### src/rtl/mrtnt_input_pkg.sv
// Shared types and constants for the Mr.TNT input sequencing logic.
package mrtnt_input_pkg;

   // Width of the per-state frame down-counter (durations 1..15 frames).
   localparam int FRAME_W   = 4;
   // Largest number of coins an automatic sequence inserts (2P start).
   localparam int MAX_COINS = 2;
   localparam int COIN_W    = $clog2(MAX_COINS + 1);

   typedef enum logic [2:0] {
      ST_IDLE    = 3'd0,
      ST_COIN    = 3'd1,
      ST_GAP     = 3'd2,
      ST_START   = 3'd3,
      ST_RELEASE = 3'd4,
      ST_MANUAL  = 3'd5
   } seq_state_t;

   typedef enum logic {
      P1 = 1'b0,
      P2 = 1'b1
   } player_t;

endpackage

### src/rtl/frame_timer.sv
// VBLANK rising-edge detector plus a loadable frame down-counter.
// tick is one cycle wide per frame; done flags that the current tick
// is the last one of the loaded duration (count at 1).
module frame_timer
   import mrtnt_input_pkg::*;
(
   input  logic               clk_sys,
   input  logic               srst,
   input  logic               vblank,
   input  logic               load,
   input  logic [FRAME_W-1:0] load_val,
   output logic               tick,
   output logic               done
);

   logic               vblank_q_reg;
   logic [FRAME_W-1:0] cnt_reg;

   assign tick = vblank & ~vblank_q_reg;
   assign done = (cnt_reg == FRAME_W'(1));

   // Delay VBLANK one cycle for edge detection; load or count down per tick.
   always_ff @(posedge clk_sys) begin
      if (srst) begin
         vblank_q_reg <= 1'b0;
         cnt_reg      <= '0;
      end else begin
         vblank_q_reg <= vblank;
         if (load) begin
            cnt_reg <= load_val;
         end else if (tick && (cnt_reg != '0)) begin
            cnt_reg <= cnt_reg - FRAME_W'(1);
         end
      end
   end

endmodule

### src/rtl/coin_start_seq.sv
// Turns a Start request into coin pulse(s), a gap and a Start pulse, all
// timed in whole frames (VBLANK rising edges); also arbitrates a manual
// coin onto the same coin line.
// Optional build macro: COIN_START_SEQ_WATCHDOG_EN aborts a sequence to
// RELEASE when no frame tick arrives for TIMEOUT_CLKS cycles.
module coin_start_seq
   import mrtnt_input_pkg::*;
#(
   parameter int COIN_FRAMES  = 3,
   parameter int GAP_FRAMES   = 6,
   parameter int START_FRAMES = 3,
   parameter int TIMEOUT_CLKS = 2000000
)(
   input  logic CLK,
   input  logic RESET,
   input  logic VBLANK,
   input  logic req_start1,
   input  logic req_start2,
   input  logic req_coin,
   output logic coin_o,
   output logic start1_o,
   output logic start2_o,
   output logic busy
);

   // Durations must fit the frame counter and be non-zero.
   if (COIN_FRAMES < 1 || COIN_FRAMES >= (1 << FRAME_W) ||
       GAP_FRAMES < 1 || GAP_FRAMES >= (1 << FRAME_W) ||
       START_FRAMES < 1 || START_FRAMES >= (1 << FRAME_W) ||
       TIMEOUT_CLKS < 1) begin : g_param_check
      $error("coin_start_seq: parameter out of range");
   end

   seq_state_t         state_reg, state_next;
   player_t            player_reg, player_next;
   logic [COIN_W-1:0]  coins_reg, coins_next;
   logic               min_met_reg;
   logic               coin_reg, start1_reg, start2_reg, busy_reg;
   logic               tmr_load;
   logic [FRAME_W-1:0] tmr_val;
   logic               tick;
   logic               tmr_done;
   logic               last_tick;
   logic               any_req;
   logic               wd_timeout;

   frame_timer u_frame_timer (
      .clk_sys  (CLK),
      .srst     (RESET),
      .vblank   (VBLANK),
      .load     (tmr_load),
      .load_val (tmr_val),
      .tick     (tick),
      .done     (tmr_done)
   );

   assign last_tick = tick & tmr_done;
   assign any_req   = req_start1 | req_start2 | req_coin;

`ifdef COIN_START_SEQ_WATCHDOG_EN
   localparam int WD_W = $clog2(TIMEOUT_CLKS + 1);
   logic [WD_W-1:0] wd_cnt_reg;

   assign wd_timeout = (wd_cnt_reg == WD_W'(TIMEOUT_CLKS - 1)) &&
                       (state_reg != ST_IDLE) && !tick;

   // Count cycles since the last frame tick; saturate once timed out.
   always_ff @(posedge CLK) begin
      if (RESET || (state_reg == ST_IDLE) || tick) begin
         wd_cnt_reg <= '0;
      end else if (!wd_timeout) begin
         wd_cnt_reg <= wd_cnt_reg + WD_W'(1);
      end
   end
`else
   assign wd_timeout = 1'b0;
`endif

   // Next-state logic; the frame timer is loaded on every timed-state entry.
   always_comb begin
      state_next  = state_reg;
      player_next = player_reg;
      coins_next  = coins_reg;
      tmr_load    = 1'b0;
      tmr_val     = '0;
      case (state_reg)
         ST_IDLE: begin
            if (req_start1 || req_start2) begin
               player_next = req_start1 ? P1 : P2;
               coins_next  = req_start1 ? COIN_W'(1) : COIN_W'(MAX_COINS);
               state_next  = ST_COIN;
               tmr_load    = 1'b1;
               tmr_val     = FRAME_W'(COIN_FRAMES);
            end else if (req_coin) begin
               state_next = ST_MANUAL;
               tmr_load   = 1'b1;
               tmr_val    = FRAME_W'(COIN_FRAMES);
            end
         end
         ST_COIN: begin
            if (last_tick) begin
               coins_next = coins_reg - COIN_W'(1);
               state_next = ST_GAP;
               tmr_load   = 1'b1;
               tmr_val    = FRAME_W'(GAP_FRAMES);
            end
         end
         ST_GAP: begin
            if (last_tick) begin
               tmr_load = 1'b1;
               if (coins_reg != '0) begin
                  state_next = ST_COIN;
                  tmr_val    = FRAME_W'(COIN_FRAMES);
               end else begin
                  state_next = ST_START;
                  tmr_val    = FRAME_W'(START_FRAMES);
               end
            end
         end
         ST_START: begin
            if (last_tick) begin
               state_next = ST_RELEASE;
            end
         end
         ST_RELEASE: begin
            if (!any_req) begin
               state_next = ST_IDLE;
            end
         end
         ST_MANUAL: begin
            if (!req_coin && (min_met_reg || last_tick)) begin
               state_next = ST_RELEASE;
            end
         end
         default: begin
            state_next = ST_IDLE;
         end
      endcase
      if (wd_timeout && (state_reg != ST_RELEASE)) begin
         state_next = ST_RELEASE;
      end
   end

   // State and registered outputs, derived from the state being entered.
   always_ff @(posedge CLK) begin
      if (RESET) begin
         state_reg  <= ST_IDLE;
         player_reg <= P1;
         coins_reg  <= '0;
         coin_reg   <= 1'b0;
         start1_reg <= 1'b0;
         start2_reg <= 1'b0;
         busy_reg   <= 1'b0;
      end else begin
         state_reg  <= state_next;
         player_reg <= player_next;
         coins_reg  <= coins_next;
         coin_reg   <= (state_next == ST_COIN) || (state_next == ST_MANUAL);
         start1_reg <= (state_next == ST_START) && (player_next == P1);
         start2_reg <= (state_next == ST_START) && (player_next == P2);
         busy_reg   <= (state_next != ST_IDLE);
      end
   end

   // Remember that the manual coin has been held for its minimum length.
   always_ff @(posedge CLK) begin
      if (RESET) begin
         min_met_reg <= 1'b0;
      end else begin
         min_met_reg <= (state_reg == ST_MANUAL) && (min_met_reg || last_tick);
      end
   end

   assign coin_o   = coin_reg;
   assign start1_o = start1_reg;
   assign start2_o = start2_reg;
   assign busy     = busy_reg;

endmodule

### config.mk
export PLATFORM = sky130hd
export DESIGN_NAME = coin_start_seq
export DESIGN_NICKNAME = d
export VERILOG_FILES = /design/src/rtl/mrtnt_input_pkg.sv /design/src/rtl/frame_timer.sv /design/src/rtl/coin_start_seq.sv
export SDC_FILE = /design/constraint.sdc
export NUM_CORES = 1
export LEC_CHECK = 0
export CAP_MARGIN = 25
export CORE_MARGIN = 2
export CORE_UTILIZATION = 34
export CTS_CLUSTER_DIAMETER = 60
export DETAILED_ROUTE_END_ITERATION = 12
export PLACE_DENSITY = 0.52
export SYNTH_ARGS = -nofsm -noshare
export SYNTH_HDL_FRONTEND = slang
export SYNTH_SLANG_ARGS = --single-unit
### constraint.sdc
create_clock -name CLK -period 1.37 [get_ports CLK]
set_input_delay 0.274 -clock CLK [delete_from_list [all_inputs] [get_ports CLK]]
set_output_delay 0.274 -clock CLK [all_outputs]
set_load 0.005 [all_outputs]
==> results of run 1 <==
layout by cell type (no fill, tap or decap), types with 2 or more instances in the layout:
| cell | n |
|---|---|
| sky130_fd_sc_hd__buf_4 | 30 |
| sky130_fd_sc_hd__dfxtp_2 | 8 |
| sky130_fd_sc_hd__dfxtp_1 | 8 |
| sky130_fd_sc_hd__inv_1 | 7 |
| sky130_fd_sc_hd__dlygate4sd2_1 | 6 |
| sky130_fd_sc_hd__nand3_1 | 5 |
| sky130_fd_sc_hd__nor2_1 | 5 |
| sky130_fd_sc_hd__a21oi_2 | 4 |
| sky130_fd_sc_hd__nor3_2 | 3 |
| sky130_fd_sc_hd__nor2b_1 | 3 |
| sky130_fd_sc_hd__a21oi_1 | 3 |
| sky130_fd_sc_hd__clkbuf_4 | 3 |
| sky130_fd_sc_hd__buf_6 | 3 |
| sky130_fd_sc_hd__inv_2 | 2 |
| sky130_fd_sc_hd__nand2b_1 | 2 |
| sky130_fd_sc_hd__a31oi_1 | 2 |
| sky130_fd_sc_hd__nand2_1 | 2 |
| sky130_fd_sc_hd__a211oi_2 | 2 |
| sky130_fd_sc_hd__nor3_1 | 2 |
| sky130_fd_sc_hd__a21o_1 | 2 |
| sky130_fd_sc_hd__nor3b_2 | 2 |
| sky130_fd_sc_hd__mux2i_1 | 2 |
| sky130_fd_sc_hd__o211ai_1 | 2 |
| sky130_fd_sc_hd__xor2_1 | 2 |
| sky130_fd_sc_hd__nand4_1 | 2 |
| sky130_fd_sc_hd__and2_4 | 2 |
| sky130_fd_sc_hd__ha_1 | 2 |
| sky130_fd_sc_hd__clkdlybuf4s50_1 | 2 |
per-stage QoR:
step	std cells	setup TNS (ns)
6_report	178	-1.229
5_1_grt	178	-1.947
4_1_cts	174	-1.906
3_5_place_dp	170	-6.497
3_3_place_gp	170	-6.588
2_1_floorplan	109	-0.1017
kinds of logic (layout without fill, tap and decap cells):
kind of cell,Yosys count,in the layout,synth area share [%]
AO/OA/AOI/OAI,28,28,21.71
XOR/XNOR,2,2,1.900
adder cells (fa/ha/maj),3,3,4.071
buffers and inverters,16,55,6.919
flip-flops,16,16,34.74
multiplexers,3,3,3.392
AND/OR/NAND/NOR,41,41,27.27
report_power, final:
group          internal [mW]  switching (mW)  leakage, nW  total (mW)
clock                  0.102           0.145       0.0138       0.246
combinational          0.337           0.305        0.481       0.642
sequential             0.520          0.0354        0.134       0.556
worst paths after layout:
check                                             start                                    end  slack, ns  depth (start not counted)
hold reg to reg               coins_reg[1]$_SDFFE_PP0P_              coins_reg[1]$_SDFFE_PP0P_       0.49                          2
hold / removal                                   VBLANK  u_frame_timer.vblank_q_reg$_SDFF_PP0_       0.37                          2
setup / recovery  u_frame_timer.vblank_q_reg$_SDFF_PP0_              coins_reg[0]$_SDFFE_PP0P_      -0.19                          5
setup reg to reg  u_frame_timer.vblank_q_reg$_SDFF_PP0_              coins_reg[0]$_SDFFE_PP0P_      -0.19                          5
repair_timing:
item | 4_1_cts | 5_1_grt
gates cloned | 0 | 1
buffers inserted | 2 | 4
setup endpoints to repair | 18 | 14
resized for setup | 19 | 20
pin swaps | 9 | 10
cell type report:
type	instances	area [um2]
clock buffers	3	22.52
fillers	248	1069
inverters	10	37.54
multi-input cells	77	681.9
flip-flops and latches	16	330.3
well taps	30	37.54
repair buffers	42	344.1
Yosys cell counts (all sizes together), types with 2 or more instances:
cell type	number
o211ai	2
or3b	2
nand4	2
ha	3
a41oi	2
inv	9
dfxtp	16
and3	2
clkbuf	3
nor2b	3
a21o	2
xor2	2
nor3	5
nand2	3
nand3	5
buf	3
and2	2
a21oi	8
mux2i	2
nor2	6
nor3b	3
a211oi	2
a31oi	2
o21ai	2
nand2b	2
worst reg2reg max path: cells and delay by family, from the launching register on:
kind	cells	cell delay (ns)
flip-flops	1	0.34
AO/OA/AOI/OAI	2	0.25
buffers and inverters	1	0.17
AND/OR/NAND/NOR	2	0.74
routing by layer:
layer,track usage [%],routed length (um)
met5,0,0
met4,7.143,63
met3,3.488,103
met1,24.08,1270
met2,27.06,1242
==> run_results.csv, run 1 <==
group,metric,value,unit
critical_path,worstSetupPathType,"reg -> reg",
clocking,clock-root-buffer,"sky130_fd_sc_hd__clkbuf_4",
logic_synthesis,synthesis.yosys.warnings,0,
critical_path,crit_path_max_fanout,3,
pwr,p_leak,0.6286,nW
critical_path,timing.critical_path.to_type,"flop",
sta,finalHoldWorstSlack,0.3712,ns
clocking,cts-root-to-sink-buffers,2,
critical_path,slowest_delay,0.49,ns
clocking,sinks_on_the_clock_net,16,
outcome,run_status,"finished, violations left",
routing,viasPerCell,5.494,
critical_path,worst_path_dominant_cell_family,"simple AND/OR/NAND/NOR gates",
sta,max_slew.worst_pin.slew,0.2747,ns
cells_and_area,layout_stage_area_growth_over_the_synthesis_result,57.67,%
sta,hold_violations,0,
critical_path,cp_max_stage_cell,"sky130_fd_sc_hd__or4b_1",
global_routing,globalRouteTotalUtil,17.65,%
logic_synthesis,post_synth.cell_area_avg,8.460,um2
floorplanning,die-width,56.08,um
logic_synthesis,synthesis.nets,118,
sta,fin_ws,-0.1934,ns
placed_design,place_congestion,0.7646,
global_routing,grt_pass1_vias,948,
clocking,tritoncts,"yes",
cells_and_area,final_cell_area,1454,um2
floorplanning,overall_die_area,3145,um2
min_path,min-delay-path-class,"in -> reg",
floorplanning,pin_count,10,
routing,drt_iter0_drc,25,
critical_path,critPathLaunchType,"flop",
sta,final-setup-viol-count,11,
critical_path,worst_ep_arrival_time,1.77,ns
placed_design,dp_worst_setup_slack,-0.5874,ns
routing,wl_per_cell,15.05,um
pwr,ir_drop,0.7150,mV
placed_design,io_buffer_count,9,
critical_path,cp_cell_sequence,"nor4b_2 > buf_4 > a21oi_2 > or4b_1 > a211oi_2",
logic_synthesis,synth_area,922.1,um2
routing,drt.antenna.violating_nets,0,
sta,number_of_max_slew_violations_in_the_final_report,0,
global_routing,grt_pass1_wl,4.422,mm
clocking,worstSkewPairLatency,0.28,ns
logic_synthesis,netlist.top_cell.by_area,"sky130_fd_sc_hd__dfxtp_1",
floorplanning,chipHeight,56.08,um
critical_path,worst_ep_required_time,1.58,ns
logic_synthesis,synth_top_area_share,34.74,%
clocking,htree_num_levels,1,
sta,max-slew-margin-rel,81.45,%
logic_synthesis,synth.ff_latch_count,16,
logic_synthesis,synth_seq_area_share,34.74,%
pwr,total_power,1.444,mW
outcome,failed_checks,"negative setup slack",
critical_path,cp_num_buf_inv,1,
cells_and_area,largest_register_ff_count,4,
clocking,cts_inserted_buffers,3,
logic_synthesis,synth_top_flop_cell,"sky130_fd_sc_hd__dfxtp_1",
cells_and_area,final_util,57.64,%
cells_and_area,antenna_cells,0,
job,number_of_maximum_capacitance_constraint_violations,0,
logic_synthesis,post_synth_inst_count,109,
routing,vias,978,
cells_and_area,finalNetCount,159,
sta,grt_setup_unrepaired,"yes",
pwr,powerDensity,993.0,nW/um2
sta,clock_skew,0.001654,ns
sta,fmax,639.6,MHz
global_routing,initial_antenna_violation_count,0,
logic_synthesis,synth-edff-count,0,
cells_and_area,drive_gt1_share,50.00,%
floorplanning,start_util,36.56,%
clocking,path_clk_slew,0.09,ns
floorplanning,core_area,2522,um2
sta,fin_crit_sh,114.1,%
routing,detailedRoute.firstPassIterationCount,4,
placed_design,area_after_dpl,1286,um2
global_routing,global_route.overflow_total,0,
logic_synthesis,synth_async_sr_flop_share,0,%
logic_synthesis,synthTopCellsByArea,"sky130_fd_sc_hd__dfxtp_1 35%, sky130_fd_sc_hd__a21oi_1 4.3%, sky130_fd_sc_hd__ha_1 4.1%",
clocking,cts_hold_repair.buffers,0,
floorplanning,num_rows,18,
placed_design,dp_hpwl,1.952,mm
logic_synthesis,yosys.cell_types.count,44,
sta,period_minus_slack,1.563,ns
global_routing,grt_start_max_net_pins,14,
routing,post-route-drc-count,0,
routing,route.final.wire_length,2.679,mm
No activity file was read; power rests on OpenSTA's default activity.
==> run 2: changes to the inputs <==
- CORE_ASPECT_RATIO: unset -> 1.25
==> run_results.csv, run 2 (synthesis gave the netlist of run 1 again) <==
group,metric,value,unit
outcome,failed_checks,"negative setup slack",
pwr,powerDensity,1034,nW/um2
outcome,run_status,"finished, violations left",
global_routing,grt_start_max_net_pins,14,
global_routing,groute.layer.met3.usage,2.885,%
placed_design,io_buffer_count,9,
cells_and_area,finalNetCount,157,
critical_path,worstSetupPathType,"reg -> reg",
clocking,worstSkewPairLatency,0.30,ns
routing,route.final.wire_length,2.586,mm
global_routing,globalRouteTotalUtil,17.66,%
sta,fin_ws,-0.1691,ns
sta,period_minus_slack,1.539,ns
sta,setup_tns,-1.345,ns
floorplanning,pin_count,10,
cells_and_area,final_cell_area,1414,um2
critical_path,timing.critical_path.to_type,"flop",
critical_path,rr_startpoint,"u_frame_timer.vblank_q_reg$_SDFF_PP0_",
cells_and_area,nFillCells,256,
placed_design,dp_worst_setup_slack,-0.5857,ns
global_routing,grtUsageMet1,19.10,%
critical_path,rr_endpoint,"coins_reg[0]$_SDFFE_PP0P_",
sta,fmax,649.7,MHz
sta,fin_crit_sh,112.3,%
pwr,combinational_cell_fraction_of_total_power,40.2,%
cells_and_area,layout_stage_area_growth_over_the_synthesis_result,53.32,%
floorplanning,core_area,2628,um2
sta,clock_skew,0.01002,ns
pwr,p_switching,479.8,uW
floorplanning,chipHeight,62.23,um
cells_and_area,largest_register_ff_count,4,
sta,final-setup-viol-count,13,
cells_and_area,antenna_cells,0,
global_routing,grt-busiest-layer,"met2",
critical_path,slack_of_the_worst_reg_to_reg_path,-0.17,ns
routing,detailedRoute.firstPassIterationCount,4,
clocking,cts_hold_repair.buffers,0,
sta,max-slew-margin-rel,77.43,%
clocking,sinks_on_the_clock_net,16,
critical_path,critPathLaunchType,"flop",
clocking,path_clk_slew,0.10,ns
cells_and_area,layout_commonest_cell,"sky130_fd_sc_hd__buf_4",
sta,grt_setup_unrepaired,"yes",
pwr,power_frac_seq,37.8,%
placed_design,place_congestion,0.8710,
global_routing,global_route.overflow_total,0,
placed_design,dp_hpwl,1.863,mm
placed_design,cell_count_post_placement,173,
global_routing,met2_usage,33.39,%
global_routing,grt_pass1_wl,4.250,mm
global_routing,grt_pass1_vias,931,
floorplanning,start_util,35.10,%
floorplanning,num_rows,21,
pwr,power.internal,982.7,uW
sta,hold_violations,0,
floorplanning,overall_die_area,3147,um2
cells_and_area,final_cell_count_no_fill,181,
clocking,cts_inserted_buffers,3,
critical_path,worst_ep_required_time,1.61,ns
clocking,cts-root-to-sink-buffers,2,
cells_and_area,most-common-layout-cells,"29 x sky130_fd_sc_hd__buf_4, 12 x sky130_fd_sc_hd__dfxtp_1, 7 x sky130_fd_sc_hd__inv_1",
routing,vias,946,
cells_and_area,drive_gt1_share,43.54,%
min_path,min-delay-path-class,"in -> reg",
pwr,p_leak,0.6186,nW
pwr,power.switching_fraction,32.81,%
pwr,share_clk_of_total_power,22.0,%
critical_path,worst_ep_arrival_time,1.78,ns
routing,drt.antenna.violating_nets,0,
routing,post-route-drc-count,0,
min_path,timing.hold.worst.start,"VBLANK",
critical_path,crit_path_max_fanout,3,
min_path,worstHoldPathCells,2,
job,number_of_maximum_capacitance_constraint_violations,0,
min_path,worstHoldEndpoint,"u_frame_timer.vblank_q_reg$_SDFF_PP0_",
placed_design,area_after_dpl,1271,um2
pwr,ir_drop,0.5708,mV
routing,viasPerCell,5.227,
clocking,tritoncts,"yes",
floorplanning,die-width,50.58,um
global_routing,initial_antenna_violation_count,0,
sta,max_slew.worst_pin.slew,0.3367,ns
sta,number_of_max_slew_violations_in_the_final_report,0,
routing,wl_per_cell,14.29,um
routing,drt_iter0_drc,17,
clocking,clock-root-buffer,"sky130_fd_sc_hd__clkbuf_4",
clocking,htree_num_levels,1,
critical_path,r2r_cells,4,
## run 2: cell types whose count changed in the layout (fill, tap and decap cells not counted), sizes merged
cell | previous run | this run
clkbuf | 3 | 4
dlygate4sd2 | 6 | 4
clkdlybuf4s50 | 2 | 4
buf | 33 | 31
## run 2: cell type report
class	count	area [um2]	area share (%)
sequential	16	325.3	23.01
multi-input combinational	77	650.6	46.02
inverter	10	37.54	2.655
timing repair buffer	40	321.6	22.74
clock buffer	4	36.28	2.566
tap	34	42.54	3.009
## run 2: critical path, stage by stage (launching register included)
cell and delay [ns]:
sky130_fd_sc_hd__dfxtp_2 0.35, sky130_fd_sc_hd__nor4b_4 0.33, sky130_fd_sc_hd__a21oi_1 0.13, sky130_fd_sc_hd__or4b_1 0.50, sky130_fd_sc_hd__a211oi_2 0.17
## run 2: power by group through the flow
stage	clock network, mW	logic, mW	registers, mW
after floorplan	0	0.320	0.552
after global placement	0	0.517	0.558
after detailed placement	0	0.529	0.558
after CTS	0.323	0.565	0.553
after global routing	0.353	0.640	0.559
final	0.322	0.588	0.553
## run 2: timing repair
item	CTS	global route
resized for setup	17	7
setup buffers	3	1
setup endpoints to repair	17	15
endpoints found under the hold margin	0	0
pin swaps	10	5
gates cloned	1	0
## run 2: routing by layer
layer / wire, um / part of all wire (%)
met1: 1063 / 41
met2: 1439 / 56
met3: 44 / 1.7
met4: 39 / 1.5
met5: 0 / 0
## run 2: worst max-delay path by stage
| stage | to | slack [ns] | startpoint |
|---|---|---|---|
| 2_1_floorplan | coin_o$_SDFF_PP0_ | -0.03 | u_frame_timer.cnt_reg[1]$_SDFFE_PP0P_ |
| 3_3_place_gp | coin_o$_SDFF_PP0_ | -0.57 | VBLANK |
| 3_5_place_dp | coin_o$_SDFF_PP0_ | -0.59 | VBLANK |
| 4_1_cts | u_frame_timer.cnt_reg[2]$_SDFFE_PP0P_ | -0.18 | u_frame_timer.cnt_reg[0]$_SDFFE_PP0P_ |
| 5_1_grt | busy$_SDFF_PP0_ | -0.26 | u_frame_timer.vblank_q_reg$_SDFF_PP0_ |
| 6_report | coins_reg[0]$_SDFFE_PP0P_ | -0.17 | u_frame_timer.vblank_q_reg$_SDFF_PP0_ |
## run 2: stage by stage
step	power, mW	hold slack [ns]	util, %
CTS	1.440	0.3680	52.52
detailed placement	1.087	0.4548	48.38
finish	1.462	0.3488	53.81
global placement	1.075	0.4560	48.38
floorplan	0.8725	0.4022	-
global route	1.552	0.3850	53.81
==> run 3: changes to the inputs <==
- CELL_PAD_IN_SITES_DETAIL_PLACEMENT: unset -> 1
- CELL_PAD_IN_SITES_GLOBAL_PLACEMENT: unset -> 2
- CORE_UTILIZATION: 34 -> 29
- PLACE_DENSITY: 0.52 -> 0.69
==> run_results.csv, run 3 (synthesis gave the netlist of run 1 again) <==
group,metric,value,unit
cells_and_area,most-common-layout-cells,"32 x sky130_fd_sc_hd__buf_4, 11 x sky130_fd_sc_hd__dfxtp_1, 6 x sky130_fd_sc_hd__inv_1, 6 x sky130_fd_sc_hd__nor2_1",
critical_path,timing.critical_path.to_type,"flop",
min_path,min-delay-path-class,"in -> reg",
floorplanning,start_util,31.02,%
min_path,worstHoldPathCells,2,
critical_path,critPathLaunchType,"flop",
outcome,failed_checks,"negative setup slack",
sta,final-setup-viol-count,12,
critical_path,worst_ep_required_time,1.53,ns
global_routing,globalRouteTotalUtil,19.31,%
floorplanning,chipHeight,67.05,um
outcome,run_status,"finished, violations left",
clocking,worstSkewPairLatency,0.29,ns
pwr,total_power,1.532,mW
placed_design,io_buffer_count,9,
cells_and_area,largest_register_ff_count,4,
clocking,cts_inserted_buffers,3,
clocking,sinks_on_the_clock_net,16,
critical_path,slack_of_the_worst_reg_to_reg_path,-0.19,ns
routing,viasPerCell,5.177,
pwr,share_clk_of_total_power,20.6,%
pwr,p_switching,506.9,uW
global_routing,grt_pass1_wl,5.037,mm
global_routing,global_route.overflow_total,0,
critical_path,cp_max_stage_cell,"sky130_fd_sc_hd__nor4b_4",
pwr,power.switching_fraction,33.10,%
sta,hold_violations,0,
sta,fin_crit_sh,113.8,%
global_routing,grt_start_max_net_pins,14,
sta,number_of_max_slew_violations_in_the_final_report,0,
critical_path,slowest_delay,0.36,ns
placed_design,place_congestion,0.8862,
pwr,ir_drop,0.6575,mV
pwr,combinational_cell_fraction_of_total_power,43.1,%
sta,fmax,641.2,MHz
routing,drt_iter0_drc,5,
floorplanning,overall_die_area,3650,um2
floorplanning,die-width,54.44,um
critical_path,path_common_cell,"sky130_fd_sc_hd__buf_4",
min_path,worstHoldEndpoint,"u_frame_timer.vblank_q_reg$_SDFF_PP0_",
critical_path,rr_endpoint,"busy$_SDFF_PP0_",
pwr,power_frac_seq,36.3,%
cells_and_area,drive_gt1_share,49.33,%
sta,clock_skew,0.008471,ns
critical_path,rr_startpoint,"u_frame_timer.vblank_q_reg$_SDFF_PP0_",
routing,route.final.wire_length,2.981,mm
sta,max-slew-margin-rel,77.21,%
clocking,path_clk_slew,0.10,ns
cells_and_area,layout_stage_area_growth_over_the_synthesis_result,60.11,%
pwr,power.internal,1.025,mW
critical_path,cp_num_buf_inv,2,
critical_path,worst_ep_arrival_time,1.72,ns
floorplanning,num_rows,22,
routing,drt.antenna.violating_nets,0,
critical_path,worstSetupPathType,"reg -> reg",
sta,period_minus_slack,1.560,ns
placed_design,cell_count_post_placement,178,
critical_path,cp_cell_sequence,"nor4b_4 > buf_4 > a21oi_2 > o31ai_2 > buf_4 > o211ai_1",
pwr,p_leak,0.6308,nW
global_routing,initial_antenna_violation_count,0,
placed_design,dp_hpwl,2.269,mm
global_routing,grt_pass1_vias,1068,
pwr,powerDensity,1037,nW/um2
routing,post-route-drc-count,0,
floorplanning,pin_count,10,
cells_and_area,layout_commonest_cell,"sky130_fd_sc_hd__buf_4",
routing,detailedRoute.firstPassIterationCount,4,
sta,finalHoldWorstSlack,0.3836,ns
job,number_of_maximum_capacitance_constraint_violations,0,
cells_and_area,finalNetCount,160,
critical_path,worst_path_dominant_cell_family,"buffers and inverters",
sta,max_slew.worst_pin.slew,0.3399,ns
clocking,clock-root-buffer,"sky130_fd_sc_hd__clkbuf_4",
floorplanning,core_area,2973,um2
cells_and_area,antenna_cells,0,
clocking,tritoncts,"yes",
cells_and_area,final_util,49.66,%
min_path,timing.hold.worst.start,"VBLANK",
cells_and_area,final_cell_count_no_fill,186,
critical_path,crit_path_max_fanout,5,
routing,wl_per_cell,16.03,um
sta,fin_ws,-0.1895,ns
critical_path,r2r_cells,6,
clocking,cts-root-to-sink-buffers,2,
clocking,cts_hold_repair.buffers,0,
routing,vias,963,
sta,grt_setup_unrepaired,"yes",
clocking,htree_num_levels,1,
[run 3: per-stage QoR]
| step | worst slack (ns) | TNS [ns] | area, um2 |
|---|---|---|---|
| global route | -0.2661 | -2.647 | 1476 |
| global placement | -0.5159 | -6.224 | 1296 |
| detailed placement | -0.5687 | -7.080 | 1296 |
| floorplan | -0.03246 | -0.1017 | 973.4 |
| finish | -0.1895 | -1.594 | 1476 |
| CTS | -0.1893 | -1.651 | 1421 |
[run 3: how the worst max path moves through the flow]
stage	from	end	slack, ns	cells past startpoint
floorplan	u_frame_timer.cnt_reg[1]$_SDFFE_PP0P_	coin_o$_SDFF_PP0_	-0.03	6
global placement	VBLANK	busy$_SDFF_PP0_	-0.52	6
detailed placement	VBLANK	busy$_SDFF_PP0_	-0.57	6
CTS	u_frame_timer.cnt_reg[2]$_SDFFE_PP0P_	busy$_SDFF_PP0_	-0.19	5
global route	u_frame_timer.vblank_q_reg$_SDFF_PP0_	u_frame_timer.cnt_reg[2]$_SDFFE_PP0P_	-0.27	5
finish	u_frame_timer.vblank_q_reg$_SDFF_PP0_	busy$_SDFF_PP0_	-0.19	6
[run 3: power by group through the flow]
| stage | combinational [mW] | clock [mW] | sequential (mW) |
|---|---|---|---|
| 3_5_place_dp | 0.565 | 0 | 0.559 |
| 6_report | 0.660 | 0.316 | 0.555 |
| 4_1_cts | 0.624 | 0.334 | 0.554 |
| 2_1_floorplan | 0.320 | 0 | 0.552 |
| 3_3_place_gp | 0.545 | 0 | 0.559 |
| 5_1_grt | 0.725 | 0.353 | 0.563 |
[run 3: what timing repair did]
item / 4_1_cts / 5_1_grt
setup endpoints to repair: 18 / 15
resized for setup: 25 / 11
setup buffers: 2 / 2
pin swaps: 10 / 7
cloned: 1 / 0
[run 3: final cells by class]
class / instances / area (um2)
repair buffers: 43 / 346.6
well taps: 36 / 45.04
clock buffers: 4 / 36.28
multi-input cells: 77 / 679.4
flip-flops and latches: 16 / 329.1
fillers: 348 / 1496
inverters: 10 / 40.04
[run 3: worst reg2reg max path, cell delays in order, from the launching register on]
cell and delay [ns]:
sky130_fd_sc_hd__dfxtp_2 0.35, sky130_fd_sc_hd__nor4b_4 0.36, sky130_fd_sc_hd__buf_4 0.22, sky130_fd_sc_hd__a21oi_2 0.07, sky130_fd_sc_hd__o31ai_2 0.19, sky130_fd_sc_hd__buf_4 0.17, sky130_fd_sc_hd__o211ai_1 0.08
[run 3: per-layer routing]
layer,track usage [%],wire length (um)
met1,21.42,1209
met2,35.24,1682
met3,3.139,42
met4,7.187,46
met5,0,0
